==> src/rtl/axi4_full_sub_mem.sv <==
// axi4_full_sub_mem: AXI4 INCR-burst subordinate over a small wrap-around word memory
module axi4_full_sub_mem #(
  parameter int C_S_AXI_ADDR_WIDTH = 4,
  parameter int C_S_AXI_DATA_WIDTH = 32
) (
  input  logic                            S_AXI_ACLK,
  input  logic                            S_AXI_ARESETN,
  input  logic [C_S_AXI_ADDR_WIDTH-1:0]   S_AXI_AWADDR,
  input  logic [7:0]                      S_AXI_AWLEN,
  input  logic [2:0]                      S_AXI_AWPROT,
  input  logic                            S_AXI_AWVALID,
  output logic                            S_AXI_AWREADY,
  input  logic [C_S_AXI_DATA_WIDTH-1:0]   S_AXI_WDATA,
  input  logic [C_S_AXI_DATA_WIDTH/8-1:0] S_AXI_WSTRB,
  input  logic                            S_AXI_WLAST,
  input  logic                            S_AXI_WVALID,
  output logic                            S_AXI_WREADY,
  output logic [1:0]                      S_AXI_BRESP,
  output logic                            S_AXI_BVALID,
  input  logic                            S_AXI_BREADY,
  input  logic [C_S_AXI_ADDR_WIDTH-1:0]   S_AXI_ARADDR,
  input  logic [7:0]                      S_AXI_ARLEN,
  input  logic [2:0]                      S_AXI_ARPROT,
  input  logic                            S_AXI_ARVALID,
  output logic                            S_AXI_ARREADY,
  output logic [C_S_AXI_DATA_WIDTH-1:0]   S_AXI_RDATA,
  output logic [1:0]                      S_AXI_RRESP,
  output logic                            S_AXI_RLAST,
  output logic                            S_AXI_RVALID,
  input  logic                            S_AXI_RREADY
);
  localparam int IW = C_S_AXI_ADDR_WIDTH - 2;
  localparam int DEPTH = 2 ** IW;
  typedef enum logic [1:0] {W_IDLE, W_DATA, W_RESP} w_state_t;
  typedef enum logic {R_IDLE, R_DATA} r_state_t;
  w_state_t w_state;
  r_state_t r_state;
  logic [C_S_AXI_DATA_WIDTH-1:0] mem [DEPTH];
  logic [IW-1:0] w_idx, r_idx, r_nxt;
  logic [7:0] w_len, r_len, r_cnt;
  logic [8:0] w_cnt;
  logic w_hs, unused;
  assign w_hs = S_AXI_WVALID && S_AXI_WREADY;
  assign r_nxt = r_idx + 1'b1;
  assign S_AXI_RRESP = 2'b00;
  assign unused = ^{S_AXI_AWPROT, S_AXI_ARPROT, S_AXI_AWADDR[1:0], S_AXI_ARADDR[1:0]};
  // beats past AWLEN+1 are still handshaken but must not touch memory
  always_ff @(posedge S_AXI_ACLK or negedge S_AXI_ARESETN)
    if (!S_AXI_ARESETN) begin
      for (int i = 0; i < DEPTH; i++) mem[i] <= '0;
    end else if (w_hs && w_cnt <= {1'b0, w_len}) begin
      for (int b = 0; b < C_S_AXI_DATA_WIDTH / 8; b++)
        if (S_AXI_WSTRB[b]) mem[w_idx][8*b +: 8] <= S_AXI_WDATA[8*b +: 8];
    end
  always_ff @(posedge S_AXI_ACLK or negedge S_AXI_ARESETN)
    if (!S_AXI_ARESETN) begin
      w_state <= W_IDLE;
      S_AXI_AWREADY <= 1'b0;
      S_AXI_WREADY <= 1'b0;
      S_AXI_BVALID <= 1'b0;
      S_AXI_BRESP <= 2'b00;
      w_idx <= '0;
      w_len <= '0;
      w_cnt <= '0;
    end else begin
      case (w_state)
        W_IDLE:
          if (S_AXI_AWVALID && S_AXI_AWREADY) begin
            S_AXI_AWREADY <= 1'b0;
            S_AXI_WREADY <= 1'b1;
            w_idx <= S_AXI_AWADDR[C_S_AXI_ADDR_WIDTH-1:2];
            w_len <= S_AXI_AWLEN;
            w_cnt <= '0;
            w_state <= W_DATA;
          end else S_AXI_AWREADY <= 1'b1;
        W_DATA:
          if (w_hs) begin
            w_idx <= w_idx + 1'b1;
            w_cnt <= w_cnt + {8'd0, ~&w_cnt};
            if (S_AXI_WLAST) begin
              S_AXI_WREADY <= 1'b0;
              S_AXI_BVALID <= 1'b1;
              S_AXI_BRESP <= (w_cnt != {1'b0, w_len}) ? 2'b10 : 2'b00;
              w_state <= W_RESP;
            end
          end
        W_RESP:
          if (S_AXI_BREADY) begin
            S_AXI_BVALID <= 1'b0;
            S_AXI_BRESP <= 2'b00;
            S_AXI_AWREADY <= 1'b1;
            w_state <= W_IDLE;
          end
        default: w_state <= W_IDLE;
      endcase
    end
  // RDATA is prefetched into a register, so a same-cycle write is not seen by that beat
  always_ff @(posedge S_AXI_ACLK or negedge S_AXI_ARESETN)
    if (!S_AXI_ARESETN) begin
      r_state <= R_IDLE;
      S_AXI_ARREADY <= 1'b0;
      S_AXI_RVALID <= 1'b0;
      S_AXI_RLAST <= 1'b0;
      S_AXI_RDATA <= '0;
      r_idx <= '0;
      r_len <= '0;
      r_cnt <= '0;
    end else begin
      case (r_state)
        R_IDLE:
          if (S_AXI_ARVALID && S_AXI_ARREADY) begin
            S_AXI_ARREADY <= 1'b0;
            S_AXI_RVALID <= 1'b1;
            S_AXI_RDATA <= mem[S_AXI_ARADDR[C_S_AXI_ADDR_WIDTH-1:2]];
            S_AXI_RLAST <= (S_AXI_ARLEN == 8'd0);
            r_idx <= S_AXI_ARADDR[C_S_AXI_ADDR_WIDTH-1:2];
            r_len <= S_AXI_ARLEN;
            r_cnt <= '0;
            r_state <= R_DATA;
          end else S_AXI_ARREADY <= 1'b1;
        R_DATA:
          if (S_AXI_RREADY) begin
            if (S_AXI_RLAST) begin
              S_AXI_RVALID <= 1'b0;
              S_AXI_RLAST <= 1'b0;
              S_AXI_RDATA <= '0;
              S_AXI_ARREADY <= 1'b1;
              r_state <= R_IDLE;
            end else begin
              r_idx <= r_nxt;
              r_cnt <= r_cnt + 8'd1;
              S_AXI_RDATA <= mem[r_nxt];
              S_AXI_RLAST <= (r_cnt + 8'd1 == r_len);
            end
          end
        default: r_state <= R_IDLE;
      endcase
    end
endmodule

==> config.mk <==
export PLATFORM = sky130hd
export DESIGN_NAME = axi4_full_sub_mem
export DESIGN_NICKNAME = d
export VERILOG_FILES = /design/src/rtl/axi4_full_sub_mem.sv
export SDC_FILE = /design/constraint.sdc
export NUM_CORES = 1
export LEC_CHECK = 0
export ABC_AREA = 0
export BUFFER_PORTS_ARGS = -buffer_cell sky130_fd_sc_hd__buf_2
export CORE_MARGIN = 1
export CORE_UTILIZATION = 64
export CTS_CLUSTER_SIZE = 30
export DETAILED_ROUTE_END_ITERATION = 12
export GPL_TIMING_DRIVEN = 0
export PLACE_DENSITY = 0.86
export SYNTH_ARGS = -nofsm -noshare
export SYNTH_HDL_FRONTEND = slang
export SYNTH_SLANG_ARGS = --single-unit
==> constraint.sdc <==
create_clock -name S_AXI_ACLK -period 5.8 [get_ports S_AXI_ACLK]
set_clock_uncertainty 0.05 [all_clocks]
set_input_delay 0.29 -clock S_AXI_ACLK [delete_from_list [all_inputs] [get_ports S_AXI_ACLK]]
set_output_delay 0.29 -clock S_AXI_ACLK [all_outputs]
set_load 0.005 [all_outputs]
==> results of run 1 <==
[registers in the layout, indices dropped and copies added (netlist names)]
register       flops
mem              128
S_AXI_RDATA       32
w_cnt              9
r_cnt              8
r_len              8
w_len              8
r_idx              2
w_idx              2
w_state            2
S_AXI_ARREADY      1
S_AXI_AWREADY      1
S_AXI_BRESP        1
S_AXI_BVALID       1
S_AXI_RLAST        1
S_AXI_RVALID       1
S_AXI_WREADY       1
r_state            1
[Yosys cell counts (all sizes together) (6+ instances only)]
| cell | number | area share, % |
|---|---|---|
| a22oi | 32 | 2.3 |
| nand3 | 24 | 1.2 |
| ha | 15 | 1.8 |
| nand2 | 38 | 1.4 |
| buf | 16 | 1.0 |
| clkbuf | 30 | 1.1 |
| a21oi | 40 | 1.9 |
| dfrtp | 207 | 50 |
| xnor2 | 13 | 1.1 |
| inv | 15 | 0.54 |
| xor2 | 6 | 0.50 |
| mux2 | 137 | 15 |
| nor2 | 63 | 3.9 |
| mux4 | 64 | 14 |
| o21ai | 28 | 1.3 |
[timing repair]
action                                 4_1_cts  5_1_grt
hold buffers                                15        0
buffers inserted                             0        0
gates resized for setup                      0        0
endpoints found under the hold margin       98        0
[per-layer routing]
layer / track usage (%) / part of all wire, % / vias to the layer above / wire, µm
met5: 0 / 0 / - / 0
met4: 8.482 / 2.2 / 0 / 515
li1: - / - / 3176 / -
met1: 38.53 / 41 / 3721 / 9594
met2: 51.02 / 51 / 270 / 12040
met3: 5.248 / 6.1 / 42 / 1438
[critical path: cells and delay by family, from the launching register on]
kind	cells	cell delay, ns
flip-flops	1	0.46
adder cells (fa/ha/maj)	1	0.33
buffers and inverters	1	0.16
AO/OA/AOI/OAI	1	0.19
multiplexers	1	0.41
AND/OR/NAND/NOR	3	1.01
[through the flow]
step | utilization [%] | cells | hold slack, ns | instance area [µm²] | setup WS [ns]
final | 76.08 | 1148 | 0.004563 | 12090 | 3.074
after global routing | 76.08 | 1148 | 0.001717 | 12090 | 2.981
after CTS | 76.06 | 1147 | 0.0003650 | 12080 | 3.105
after detailed placement | 70.88 | 1094 | 0.2801 | 11260 | 3.159
after global placement | 70.64 | 1093 | 0.4043 | 11220 | 0.9962
after floorplan | - | 777 | -0.05559 | 10450 | 3.483
[power breakdown]
group | switching, mW | total (mW) | internal [mW] | leakage [nW]
Sequential | 0.499 | 2.63 | 2.13 | 2.53
Combinational | 1.18 | 2.64 | 1.47 | 2.39
Clock | 0.545 | 1.32 | 0.778 | 0.328
Total | 2.22 | 6.59 | 4.38 | 5.25
[worst max path at each step]
stage,startpoint,to,slack [ns],cells past startpoint
floorplan,w_cnt[4]$_DFFE_PN0P_,mem[80]$_DFFE_PN0P_,3.48,8
global placement,S_AXI_ARESETN,mem[22]$_DFFE_PN0P_,1.0,1
detailed placement,w_cnt[4]$_DFFE_PN0P_,mem[121]$_DFFE_PN0P_,3.16,7
CTS,w_cnt[4]$_DFFE_PN0P_,mem[121]$_DFFE_PN0P_,3.10,7
global route,w_cnt[4]$_DFFE_PN0P_,mem[123]$_DFFE_PN0P_,2.98,7
finish,w_cnt[2]$_DFFE_PN0P_,mem[121]$_DFFE_PN0P_,3.07,7
[cell families (layout without fill, tap and decap cells)]
group                      count (synthesis)  in the layout
AOI/OAI and AO/OA                        113            113
and+or+nand+nor                          154            154
muxes                                    204            204
adders and majority gates                 15             15
buffers and inverters                     62            216
DFF                                      207            207
other                                      1              4
xor gates and xnor gates                  19             19
[final cells by class]
class | count | area [µm²] | share of cell area, %
antenna | 1 | 2.502 | 0.02071
clock inverter | 1 | 5.005 | 0.04141
clock buffer | 37 | 668.1 | 5.529
tap | 216 | 270.3 | 2.236
inverter | 16 | 60.06 | 0.4969
timing repair buffer | 116 | 688.2 | 5.694
multi-input combinational | 508 | 4990 | 41.29
buffer | 46 | 221.5 | 1.832
sequential | 207 | 5180 | 42.86
==> flow_results.org, run 1 <==
** Critical path
- Worst Setup Path Type :: flip-flop to flip-flop
- Data required time at the worst endpoint :: between 6 and 7 ns
- Largest fanout on the critical path :: 8
- R2R Setup Slk :: 3.07 ns
- Cell chain of the critical path :: ha_1 -> nand4_1 -> or3_1 -> o311a_1 -> buf_6 -> nor2_2 -> mux2_2
- Count of cells along the worst register-to-register path :: 7
- STA classifies the critical path startpoint as a flip-flop.
- Worst Path Arrival :: between 3 and 4 ns
- Largest stage delay, worst path :: slightly below 0.5 ns
- CP Capture Type :: flip-flop
- The slowest stage of the critical path belongs to the cell sky130_fd_sc_hd__nor2_2.
- The startpoint identified for the worst register-to-register timing path is w_cnt[2]$_DFFE_PN0P_.
- The worst register-to-register path ends at mem[121]$_DFFE_PN0P_.

** Timing
- Subtracting the final worst setup slack from the clock period gives 2.726 ns.
- Transition at the pin with the smallest max-transition slack :: between 0.7 and 0.8 ns
- Derived from the worst setup path, the maximum achievable clock frequency is 366.8 MHz.
- Final setup violating endpoints :: 0
- Total count of max-transition violations in the final report :: 0
- In the final timing run, aggregate negative setup slack is 0 ns.
- Total count of hold-check failures in the final report :: 0
- Setup repair after global routing missed its margin :: no
- In the finished design, the share of the clock period the worst path needs comes to 47.00%.
- Headroom to the max-slew limit :: between 40% and 50%

** GRT
- The via count of the first global-routing pass is ~7300.
- The first global-routing pass estimated roughly 38 mm of wire.
- Number of antenna violations at the first check in global routing :: 2
- Global routing used between 20% and 30% of the available tracks.
- Entering global routing, the biggest net connects between 100 and 150 pins.
- Remaining global-route overflow :: 0

** Final layout
- Nets :: a little over 1000
- Most common cell after layout, fill and taps aside :: sky130_fd_sc_hd__dfrtp_1
- Synthesis-to-layout area growth :: 15.72%
- Filler instances :: around 990
- Fraction of final layout cells sized beyond drive strength 1 :: slightly below 40%
- Highest-count cells in the layout ignoring fill and taps :: 207 x sky130_fd_sc_hd__dfrtp_1, 129 x sky130_fd_sc_hd__mux2_2, 110 x sky130_fd_sc_hd__buf_2

** Synth
- Post-synthesis instance total :: about 780
- The cell area that synthesis handed to floorplanning was roughly 0.010 mm².
- During synthesis, Yosys emitted a total of 0 warnings.
- Average instance area after synthesis :: between 10 and 15 µm²
- Post-Synth Simple-Gate Area :: under 10%
- In the synthesized netlist the dominant register cell turns out to be sky130_fd_sc_hd__dfrtp_1.
- Flop and latch count out of synthesis :: between 200 and 250
- Count of flip-flops with a built-in enable after synthesis :: 0
- Proportion of synthesized area in mux cells :: 29.15%
- Register area share after synthesis :: around half
- Main combinational cell family by area after synthesis :: multiplexers
- Count of cell types in the netlist :: between 40 and 50
- Compound-gate portion of the synthesized area :: 6.553%
- Summing the areas of all fa, ha and maj instances in the mapped netlist gives ~1.8% of the synthesized area.
- Of the total synthesized cell area, the portion taken by XOR and XNOR cells is 1.593%.
- Share of async-settable or async-resettable flops after synthesis :: 100.0%

** CTS
- In this run the number of H-tree levels came out at 1.
- Clock root buffer :: sky130_fd_sc_hd__clkbuf_16
- Clock transition at the register clock pins on the worst setup and hold paths after CTS :: ~0.060 ns
- TritonCTS Buffers :: 22
- CTS saw about 210 sinks.
- For the worst-skew pair, the clock arrives at the later sink with an insertion delay of around 0.5 ns.
- Clock Tree Buf Depth :: 3
- CTS tree :: yes

** Floorplanning
- The initial utilization of the core area, before any placement, comes to between 60% and 70%.
- The floorplan has 46 rows.
- DIE WIDTH :: around 130 µm
- During I/O placement, the number of pins put on the boundary was roughly 120.
- The floorplan step defined a core boundary enclosing 0.01589 mm².
- Die area :: approximately 0.017 mm²
- Height of the die :: between 100 and 150 µm

** Power
- Max VDD drop :: 0.3860 mV
- Leak pwr :: around 5.2 nW
- Power spread over the standard cell area amounts to roughly 550 mW/mm².
- Final total power :: approximately 6.6 mW

** Detailed routing
- Dividing the detail-routed via count by the number of cells gives ~6.3.
- Summed over all layers, the routed wires come to approximately 24 mm.
- In the routed design, unresolved DRC markers number 0.
- Violation count after the first detailed-route iteration :: roughly 500
- Post-detailed-route count of antenna-violating nets :: 0
- After detailed routing, the average wire length per cell comes to slightly above 20 µm.
- Before antenna repair, the detailed router went through 5 iterations.
- For this block, the via count after detailed routing is about 7000.

** Placement
- At the end of routability-driven placement, the weighted congestion stood at approximately 0.80.
- The wire-length estimate of the detail-placed layout is between 15 and 20 mm.
- # port buffers :: 100

** Outcome
- Status :: finished, final reports clean

** Run
- Max-capacitance violation count :: 0

** Hold path
- Worst hold path stage count :: 2
- Worst min-delay path startpoint :: S_AXI_ARLEN[1]
- Type of the worst min-delay path :: input pin to flip-flop
- The path with the worst hold slack has its endpoint at r_len[1]$_DFFE_PN0P_.
(Power assumes the default switching activity.)
==> run 2: changes to the inputs <==
--- a/config.mk
+++ b/config.mk
@@ -8,11 +8,11 @@
 export ABC_AREA = 0
 export BUFFER_PORTS_ARGS = -buffer_cell sky130_fd_sc_hd__buf_2
 export CORE_MARGIN = 1
-export CORE_UTILIZATION = 64
+export CORE_UTILIZATION = 53
 export CTS_CLUSTER_SIZE = 30
 export DETAILED_ROUTE_END_ITERATION = 12
 export GPL_TIMING_DRIVEN = 0
-export PLACE_DENSITY = 0.86
+export PLACE_DENSITY = 0.76
 export SYNTH_ARGS = -nofsm -noshare
 export SYNTH_HDL_FRONTEND = slang
 export SYNTH_SLANG_ARGS = --single-unit
==> constraint.sdc (replaced) <==
create_clock -name S_AXI_ACLK -period 2.4 [get_ports S_AXI_ACLK]
set_clock_uncertainty 0.05 [all_clocks]
set_input_delay 0.12 -clock S_AXI_ACLK [delete_from_list [all_inputs] [get_ports S_AXI_ACLK]]
set_output_delay 0.12 -clock S_AXI_ACLK [all_outputs]
set_load 0.005 [all_outputs]
==> run 2 against run 1 <==
Effect of this change: the flow now finishes with violations (negative setup slack); register-to-register slack worse by 3.1 ns; worst setup slack worse by 3.1 ns; non-clock buffer count is 58 higher; largest power group unchanged; hold slack worse by 0.00095 ns; power grew to 2.6 times the previous value; combinational power grew to 2.7 times the previous value; critical endpoint is now mem[118]$_DFFE_PN0P_; first-iteration DRC count is 24% lower; global-route usage is 3.5 points lower; final cell count is 9.3% higher; count of clock-buffer cells in the layout is 9 lower.
==> flow_results.org, run 2 (synthesis results as in run 1) <==
** Outcome
- Status: finished with violations (was finished, final reports clean).
- Violations in the final reports :: negative setup slack

** Critical path
- The kind of end point of the critical path was a flip-flop (unchanged).
- Data required time at the worst endpoint :: 2.75 ns (was 6.14 ns)
- Largest fanout on the critical path :: 8 (unchanged)
- The type of the setup path with the least slack is flip-flop to flip-flop (unchanged).
- RR Endpoint :: mem[118]$_DFFE_PN0P_ (was mem[121]$_DFFE_PN0P_)
- The data arrival time of the critical path was 2.80 ns (was 3.06 ns).
- RR Startpoint :: w_cnt[2]$_DFFE_PN0P_ (unchanged)
- Count of cells along the worst register-to-register path :: 8 (was 7)
- R2R Setup Slk :: -0.04 ns (was 3.07 ns)
- The startpoint type of the worst setup path was a flip-flop (unchanged).

** Timing
- Worst hold slack :: 0.003613 ns (was 0.004563 ns)
- The final critical delay including setup and external delays was 2.444 ns (was 2.726 ns).
- Setup repair after global routing missed its margin :: yes (was no)
- The final worst setup slack was -0.04419 ns (was 3.074 ns).
- Tcrit/Tclk final :: 101.8% (was 47.00%)
- Total count of hold-check failures in the final report :: 0 (unchanged)
- The count of pins over their slew limit is 0 (unchanged).
- The measured slew at the worst slew-check pin is 0.7342 ns (was 0.7559 ns).
- Highest Clock Rate :: 409.1 MHz (was 366.8 MHz)
- Headroom to the max-slew limit :: 51.05% (was 49.60%)
- The count of endpoints failing setup in the final report is 34 (was 0).

** GRT
- The global-route wire length before repair is 40.84 mm (was 38.01 mm).
- The pin count of the biggest net entering global routing is 98 (was 124).
- Number of antenna violations at the first check in global routing :: 1 (was 2)
- Vias in the first global route :: 7733 (was 7342)
- The all-layer global routing usage is 25.97% (was 29.49%).
- Remaining global-route overflow :: 0 (unchanged)

** Power
- Part of the power in registers :: 36.7% (was 39.9%)
- Proportion of power drawn by combinational gates :: 41.4% (was 40.1%)
- The net switching power figure was 5.601 mW (was 2.219 mW).
- Switching share of power :: 32.36% (was 33.65%)
- Max VDD drop :: 0.8288 mV (was 0.3860 mV)
- The internal power is 11.71 mW (was 4.375 mW).
- The leakage power came to 5.880 nW (was 5.249 nW).
- Cell Pwr Density :: 1296 mW/mm² (was 545.6 mW/mm²)
- The clock network power share is 21.9% (was 20.1%).

** Final layout
- The signed area change from the synthesized netlist to the final layout is 27.90% (was 15.72%).
- Most common cell after layout, fill and taps aside :: sky130_fd_sc_hd__dfrtp_1 (unchanged)
- Nets :: 1065 (was 1006)
- Biggest registers after layout :: mem (128), S_AXI_RDATA (32), w_cnt (9) (unchanged)
- The register name with the most flops is mem (unchanged).
- The fraction of final layout cells sized beyond drive strength 1 was 41.13% (was 39.10%).
- Flip-flop count of the largest register after layout :: 128 (unchanged)
- Highest-count cells in the layout ignoring fill and taps :: 205 x sky130_fd_sc_hd__dfrtp_1, 110 x sky130_fd_sc_hd__buf_2, 105 x sky130_fd_sc_hd__mux2_4 (was 207 x sky130_fd_sc_hd__dfrtp_1, 129 x sky130_fd_sc_hd__mux2_2, 110 x sky130_fd_sc_hd__buf_2)
- Post-layout util :: 70.24% (was 76.08%)

** Detailed routing
- The antenna violation net count after detailed routing is 0 (unchanged).
- The aggregate routed wire length came to 25.38 mm (was 23.59 mm).
- The post-detailed-route wirelength per cell was 20.23 µm (was 20.55 µm).
- Vias/cell :: 5.851 (was 6.280)
- The violation count after the first detailed-routing iteration is 381 (was 499).
- DRC :: 0 (unchanged)
- Pre-Repair DR Iteration Count :: 4 (was 5)
- Total via count after detailed routing :: 7343 (was 7209)

** Floorplanning
- The initial standard-cell utilization of the core was 54.91% (was 65.75%).
- Die area :: 0.02027 mm² (was 0.01683 mm²)
- The chip height is 142.4 µm (was 129.7 µm).
- Floorplan row count :: 50 (was 46)
- DIE WIDTH :: 142.4 µm (was 129.7 µm)
- Number of ports placed on the die boundary :: 116 (unchanged)
- Core outline area :: 0.01902 mm² (was 0.01589 mm²)

** Placement
- Estimated wirelength of the detail-placed design :: 15.91 mm (was 15.66 mm)
- The number of port buffers came to 100 (unchanged).
- The routability-driven placement congestion ratio was 0.7929 (was 0.7965).

** CTS
- TritonCTS Buffers :: 23 (was 22)
- The clock latency of the later-clocked register in the worst-skew pair came to 0.51 ns (was 0.50 ns).
- Clock root buffer :: sky130_fd_sc_hd__clkbuf_16 (unchanged)
- The maximum count of clock buffers along a single path was 3 (unchanged).
- Clock transition at the register clock pins on the worst setup and hold paths after CTS :: 0.06 ns (about the same)
- CTS tree :: yes (unchanged)
- The clock sink count was 207 (unchanged).
- Clock H-tree levels :: 1 (unchanged)

** Run
- Max-capacitance violation count :: 0 (unchanged)

** Hold path
- Type of the worst min-delay path :: input pin to async pin (was input pin to flip-flop)
==> run 2: power by group through the flow <==
stage | Combinational, mW | Clock (mW) | Sequential (mW)
2_1_floorplan | 4.82 | 0 | 5.99
3_3_place_gp | 6.08 | 0 | 6.23
3_5_place_dp | 6.29 | 0 | 6.33
4_1_cts | 6.98 | 3.84 | 6.29
5_1_grt | 7.77 | 3.95 | 6.55
6_report | 7.16 | 3.79 | 6.36
==> run 2: worst max-delay path by stage <==
stage	startpoint	end	slack (ns)	cells past startpoint
after floorplan	w_cnt[4]$_DFFE_PN0P_	mem[80]$_DFFE_PN0P_	0.08	8
after global placement	S_AXI_ARESETN	mem[49]$_DFFE_PN0P_	-2.37	1
after detailed placement	w_cnt[4]$_DFFE_PN0P_	mem[4]$_DFFE_PN0P_	-0.28	7
after CTS	w_cnt[4]$_DFFE_PN0P_	mem[118]$_DFFE_PN0P_	-0.06	8
after global routing	w_cnt[6]$_DFFE_PN0P_	mem[118]$_DFFE_PN0P_	-0.11	8
final	w_cnt[2]$_DFFE_PN0P_	mem[118]$_DFFE_PN0P_	-0.04	8
==> run 2: timing repair <==
action	4_1_cts	5_1_grt
hold endpoints to repair	283	0
hold buffers	55	0
pin swaps	13	6
resized for setup	88	42
setup endpoints to repair	150	152
setup buffers	11	5
cloned	1	0
==> run 2: per-stage QoR <==
stage | setup slack (ns) | TNS, ns | cell area, µm² | power, mW | instances
finish | -0.04419 | -0.2802 | 13360 | 17.31 | 1255
global route | -0.1135 | -6.211 | 13350 | 18.27 | 1253
CTS | -0.05680 | -3.222 | 13190 | 17.11 | 1247
detailed placement | -0.2835 | -24.02 | 11340 | 12.62 | 1139
global placement | -2.375 | -509.71 | 11280 | 12.30 | 1137
floorplan | 0.08334 | 0 | 10450 | 10.81 | 777
==> run 2: worst max-delay path, stage by stage (launching register included) <==
cell and delay, ns:
sky130_fd_sc_hd__dfrtp_2 0.43, sky130_fd_sc_hd__ha_4 0.27, sky130_fd_sc_hd__nand4_1 0.11, sky130_fd_sc_hd__or3_4 0.39
sky130_fd_sc_hd__o311a_4 0.15, sky130_fd_sc_hd__buf_12 0.15, sky130_fd_sc_hd__buf_6 0.12, sky130_fd_sc_hd__nand4b_4 0.28
sky130_fd_sc_hd__mux2_4 0.36
==> run 2: area by class of cell <==
class                           count  area [µm²]
Sequential cell                   207        5182
Fill cell                        1324        5660
Timing Repair Buffer              174        1305
Clock buffer                       28       604.3
Inverter                           16       60.06
Buffer                             46       250.2
Clock inverter                     13       203.9
Antenna cell                        3       7.507
Tap cell                          260       325.3
Multi-Input combinational cell    508        5419
==> run 2: layer usage <==
| layer | track usage [%] | up-vias | wire length, µm |
|---|---|---|---|
| met5 | 0 | - | 0 |
| met4 | 8.829 | 0 | 672 |
| met3 | 4.374 | 47 | 1216 |
| met2 | 43.73 | 235 | 12840 |
| met1 | 34.25 | 3774 | 10660 |
| li1 | - | 3287 | - |
==> run 3: changes to the inputs <==
--- a/config.mk
+++ b/config.mk
@@ -5,14 +5,13 @@
 export SDC_FILE = /design/constraint.sdc
 export NUM_CORES = 1
 export LEC_CHECK = 0
-export ABC_AREA = 0
 export BUFFER_PORTS_ARGS = -buffer_cell sky130_fd_sc_hd__buf_2
 export CORE_MARGIN = 1
-export CORE_UTILIZATION = 53
+export CORE_UTILIZATION = 64
 export CTS_CLUSTER_SIZE = 30
 export DETAILED_ROUTE_END_ITERATION = 12
 export GPL_TIMING_DRIVEN = 0
-export PLACE_DENSITY = 0.76
+export PLACE_DENSITY = 0.86
 export SYNTH_ARGS = -nofsm -noshare
 export SYNTH_HDL_FRONTEND = slang
 export SYNTH_SLANG_ARGS = --single-unit
==> constraint.sdc (replaced) <==
create_clock -name S_AXI_ACLK -period 2.9 [get_ports S_AXI_ACLK]
set_clock_uncertainty 0.05 [all_clocks]
set_input_delay 0.145 -clock S_AXI_ACLK [delete_from_list [all_inputs] [get_ports S_AXI_ACLK]]
set_output_delay 0.145 -clock S_AXI_ACLK [all_outputs]
set_load 0.005 [all_outputs]
==> run 3 against run 2 <==
Effect of this change: the run now ends clean; routed wire length shrank 4.3%; global-route usage increased by 4.4 points; sequential power shrank 17%; clock power fell by 30%; die area down 17%; hold slack improved by 0.13 ns; worst setup slack improved by 0.21 ns; highest routed layer unchanged.
==> flow_results.org, run 3 (synthesis results as in run 1) <==
** Placement
- The total cell area at the placement stage was 0.01126 mm² (was 0.01134 mm²).
- Estimated wirelength of the detail-placed design :: 15.66 mm (was 15.91 mm)
- The number of cells after detailed placement came to 1094 (was 1139).
- The number of port buffers came to 100 (unchanged).
- The routability-driven placement congestion ratio came to 0.7965 (was 0.7929).
- Place WS :: 0.2593 ns (was -0.2835 ns)

** GRT
- The all-layer global routing usage is 30.41% (was 25.97%).
- The number of antenna violations at the first check in global routing was 2 (was 1).
- The via count of the first global-routing pass was 7626 (was 7733).
- First-pass GRT wire length :: 39.18 mm (was 40.84 mm)
- Most Crowded Layer GR :: met2 (unchanged)
- Remaining global-route overflow :: 0 (unchanged)
- Grt met2 use :: 53.16% (was 43.73%)
- The pin count of the biggest net entering global routing was 124 (was 98).
- The global-route met3 utilization was 5.412% (was 4.374%).
- The met1 layer usage reported by global route is 39.04% (was 34.25%).

** Timing
- The worst slew margin relative to its limit is 48.36% (was 51.05%).
- The measured slew at the worst slew-check pin came to 0.7746 ns (was 0.7342 ns).
- The final number of hold-violating endpoints came to 0 (unchanged).
- The count of pins over their slew limit came to 0 (unchanged).
- Post-layout min period :: 2.730 ns (was 2.444 ns)
- Setup repair after global routing missed its margin :: no (was yes)
- The timing-limited maximum frequency is 366.3 MHz (was 409.1 MHz).
- The count of endpoints failing setup in the final report came to 0 (was 34).
- The ratio of final minimum period to clock period is 94.14% (was 101.8%).
- The final worst setup slack came to 0.1698 ns (was -0.04419 ns).

** Critical path
- Data required time at the worst endpoint :: 3.23 ns (was 2.75 ns)
- RR Startpoint :: w_cnt[4]$_DFFE_PN0P_ (was w_cnt[2]$_DFFE_PN0P_)
- Count of cells along the worst register-to-register path :: 7 (was 8)
- CP Capture Type :: flip-flop (unchanged)
- R2R Setup Slk :: 0.17 ns (was -0.04 ns)
- Largest fanout on the critical path :: 8 (unchanged)
- RR Endpoint :: mem[124]$_DFFE_PN0P_ (was mem[118]$_DFFE_PN0P_)
- Startpoint type of the worst setup path :: flip-flop (unchanged)
- The data arrival time of the critical path is 3.06 ns (was 2.80 ns).
- Worst Setup Path Type :: flip-flop to flip-flop (unchanged)

** Power
- Leak pwr :: 5.415 nW (was 5.880 nW)
- The power density over the cells was 1062 mW/mm² (was 1296 mW/mm²).
- Max VDD drop :: 0.7702 mV (was 0.8288 mV)

** Final layout
- Final std cells w/o fill :: 1188 (was 1255)
- Post-layout util :: 78.60% (was 70.24%)
- The signed area change from the synthesized netlist to the final layout is 19.55% (was 27.90%).
- Fraction of final layout cells sized beyond drive strength 1 :: 37.49% (was 41.13%)
- The finished layout cell area came to 0.01249 mm² (was 0.01336 mm²).
- Flip-flop count of the largest register after layout :: 128 (unchanged)
- The register name with the most flops is mem (unchanged).
- Biggest registers after layout :: mem (128), S_AXI_RDATA (32), w_cnt (9) (unchanged)
- Most common cell after layout, fill and taps aside :: sky130_fd_sc_hd__dfrtp_1 (unchanged)
- Highest-count cells in the layout ignoring fill and taps: 207 x sky130_fd_sc_hd__dfrtp_1, 129 x sky130_fd_sc_hd__mux2_2, 110 x sky130_fd_sc_hd__buf_2 (was 205 x sky130_fd_sc_hd__dfrtp_1, 110 x sky130_fd_sc_hd__buf_2, 105 x sky130_fd_sc_hd__mux2_4).
- The number of nets in the finished design is 1046 (was 1065).

** Floorplanning
- The die span in x is 129.7 µm (was 142.4 µm).
- The area enclosed by the die boundary came to 0.01683 mm² (was 0.02027 mm²).
- Starting Density :: 65.75% (was 54.91%)
- Core outline area :: 0.01589 mm² (was 0.01902 mm²)
- The number of core rows is 46 (was 50).
- Height of the die :: 129.7 µm (was 142.4 µm)
- Number of ports placed on the die boundary :: 116 (unchanged)

** Hold path
- The path class of the lowest-slack min-delay path is input pin to flip-flop (was input pin to async pin).
- The path with the worst hold slack has its endpoint at mem[116]$_DFFE_PN0P_.
- Along the worst hold path, the cell count comes to 3.
- In this run the most critical hold path is launched from S_AXI_WSTRB[2].

** Detailed routing
- DRC :: 0 (unchanged)
- Pre-Repair DR Iteration Count :: 5 (was 4)
- Total via count after detailed routing :: 7324 (was 7343)
- The number of vias per cell after detailed routing came to 6.165 (was 5.851).
- The antenna violation net count after detailed routing is 0 (unchanged).
- The post-detailed-route wirelength per cell was 20.46 µm (was 20.23 µm).
- The violation count after the first detailed-routing iteration is 452 (was 381).
- Routed Wire Length :: 24.30 mm (was 25.38 mm)

** CTS
- Number of hold buffers added after cts :: 55 (unchanged)
- The clock slew seen by the registers of the worst setup and hold paths came to 0.06 ns (about the same).
- CTS tree :: yes (unchanged)
- The post-cts resize count is 0 (was 88).
- Clock latency of the later-clocked register in the worst-skew pair :: 0.50 ns (was 0.51 ns)
- TritonCTS Buffers :: 22 (was 23)
- The maximum count of clock buffers along a single path is 3 (unchanged).
- The clock sink count was 207 (unchanged).
- Clock H-tree levels :: 1 (unchanged)
- Clock root buffer :: sky130_fd_sc_hd__clkbuf_16 (unchanged)
- The number of buffers inserted to repair setup after CTS was 0 (was 11).

** Outcome
- Status :: finished, final reports clean (was finished with violations)

** Run
- The max-capacitance violation count came to 0 (unchanged).
run 3: metrics by stage:
stage	setup TNS [ns]	power (mW)	hold WS [ns]
floorplan	0	8.948	-0.2006
finish	0	13.26	0.1295
global route	0	14.04	0.1312
detailed placement	0	10.44	0.1351
global placement	-361.04	10.12	0.3021
CTS	0	13.24	0.1134
run 3: area by class of cell:
cell class | count | area, µm²
sequential | 207 | 5180
buffer | 46 | 221.5
inverter | 16 | 60.06
timing repair buffer | 156 | 1089
multi-input combinational | 508 | 4990
tap | 216 | 270.3
antenna | 1 | 2.502
fill | 934 | 3400
clock buffer | 37 | 668.1
clock inverter | 1 | 5.005
run 3: critical path, cell delays in order (launching register included):
cell and delay, ns:
sky130_fd_sc_hd__dfrtp_1 0.46, sky130_fd_sc_hd__ha_1 0.34, sky130_fd_sc_hd__nand4_1 0.09, sky130_fd_sc_hd__or3_1 0.43, sky130_fd_sc_hd__o311a_1 0.19, sky130_fd_sc_hd__buf_6 0.16
sky130_fd_sc_hd__nor2_2 0.47, sky130_fd_sc_hd__mux2_2 0.41
run 3: per-layer routing:
metal | up-vias | wire length (µm)
met5 | - | 0
met4 | 0 | 529
met3 | 41 | 1600
met2 | 267 | 12530
met1 | 3760 | 9639
li1 | 3256 | -
run 3: worst max-delay path by stage:
stage	cells after the start	from	endpoint	slack (ns)
5_1_grt	7	w_cnt[4]$_DFFE_PN0P_	mem[123]$_DFFE_PN0P_	0.07
4_1_cts	7	w_cnt[4]$_DFFE_PN0P_	mem[121]$_DFFE_PN0P_	0.20
3_3_place_gp	1	S_AXI_ARESETN	mem[22]$_DFFE_PN0P_	-1.76
2_1_floorplan	8	w_cnt[4]$_DFFE_PN0P_	mem[80]$_DFFE_PN0P_	0.58
3_5_place_dp	7	w_cnt[4]$_DFFE_PN0P_	mem[121]$_DFFE_PN0P_	0.26
6_report	7	w_cnt[4]$_DFFE_PN0P_	mem[124]$_DFFE_PN0P_	0.17
run 3: power by group:
group / internal [mW] / leakage (nW) / total (mW) / switching [mW]
logic: 2.98 / 2.56 / 5.35 / 2.37
registers: 4.26 / 2.53 / 5.27 / 1.00
clock network: 1.56 / 0.328 / 2.65 / 1.09
total: 8.80 / 5.42 / 13.3 / 4.47
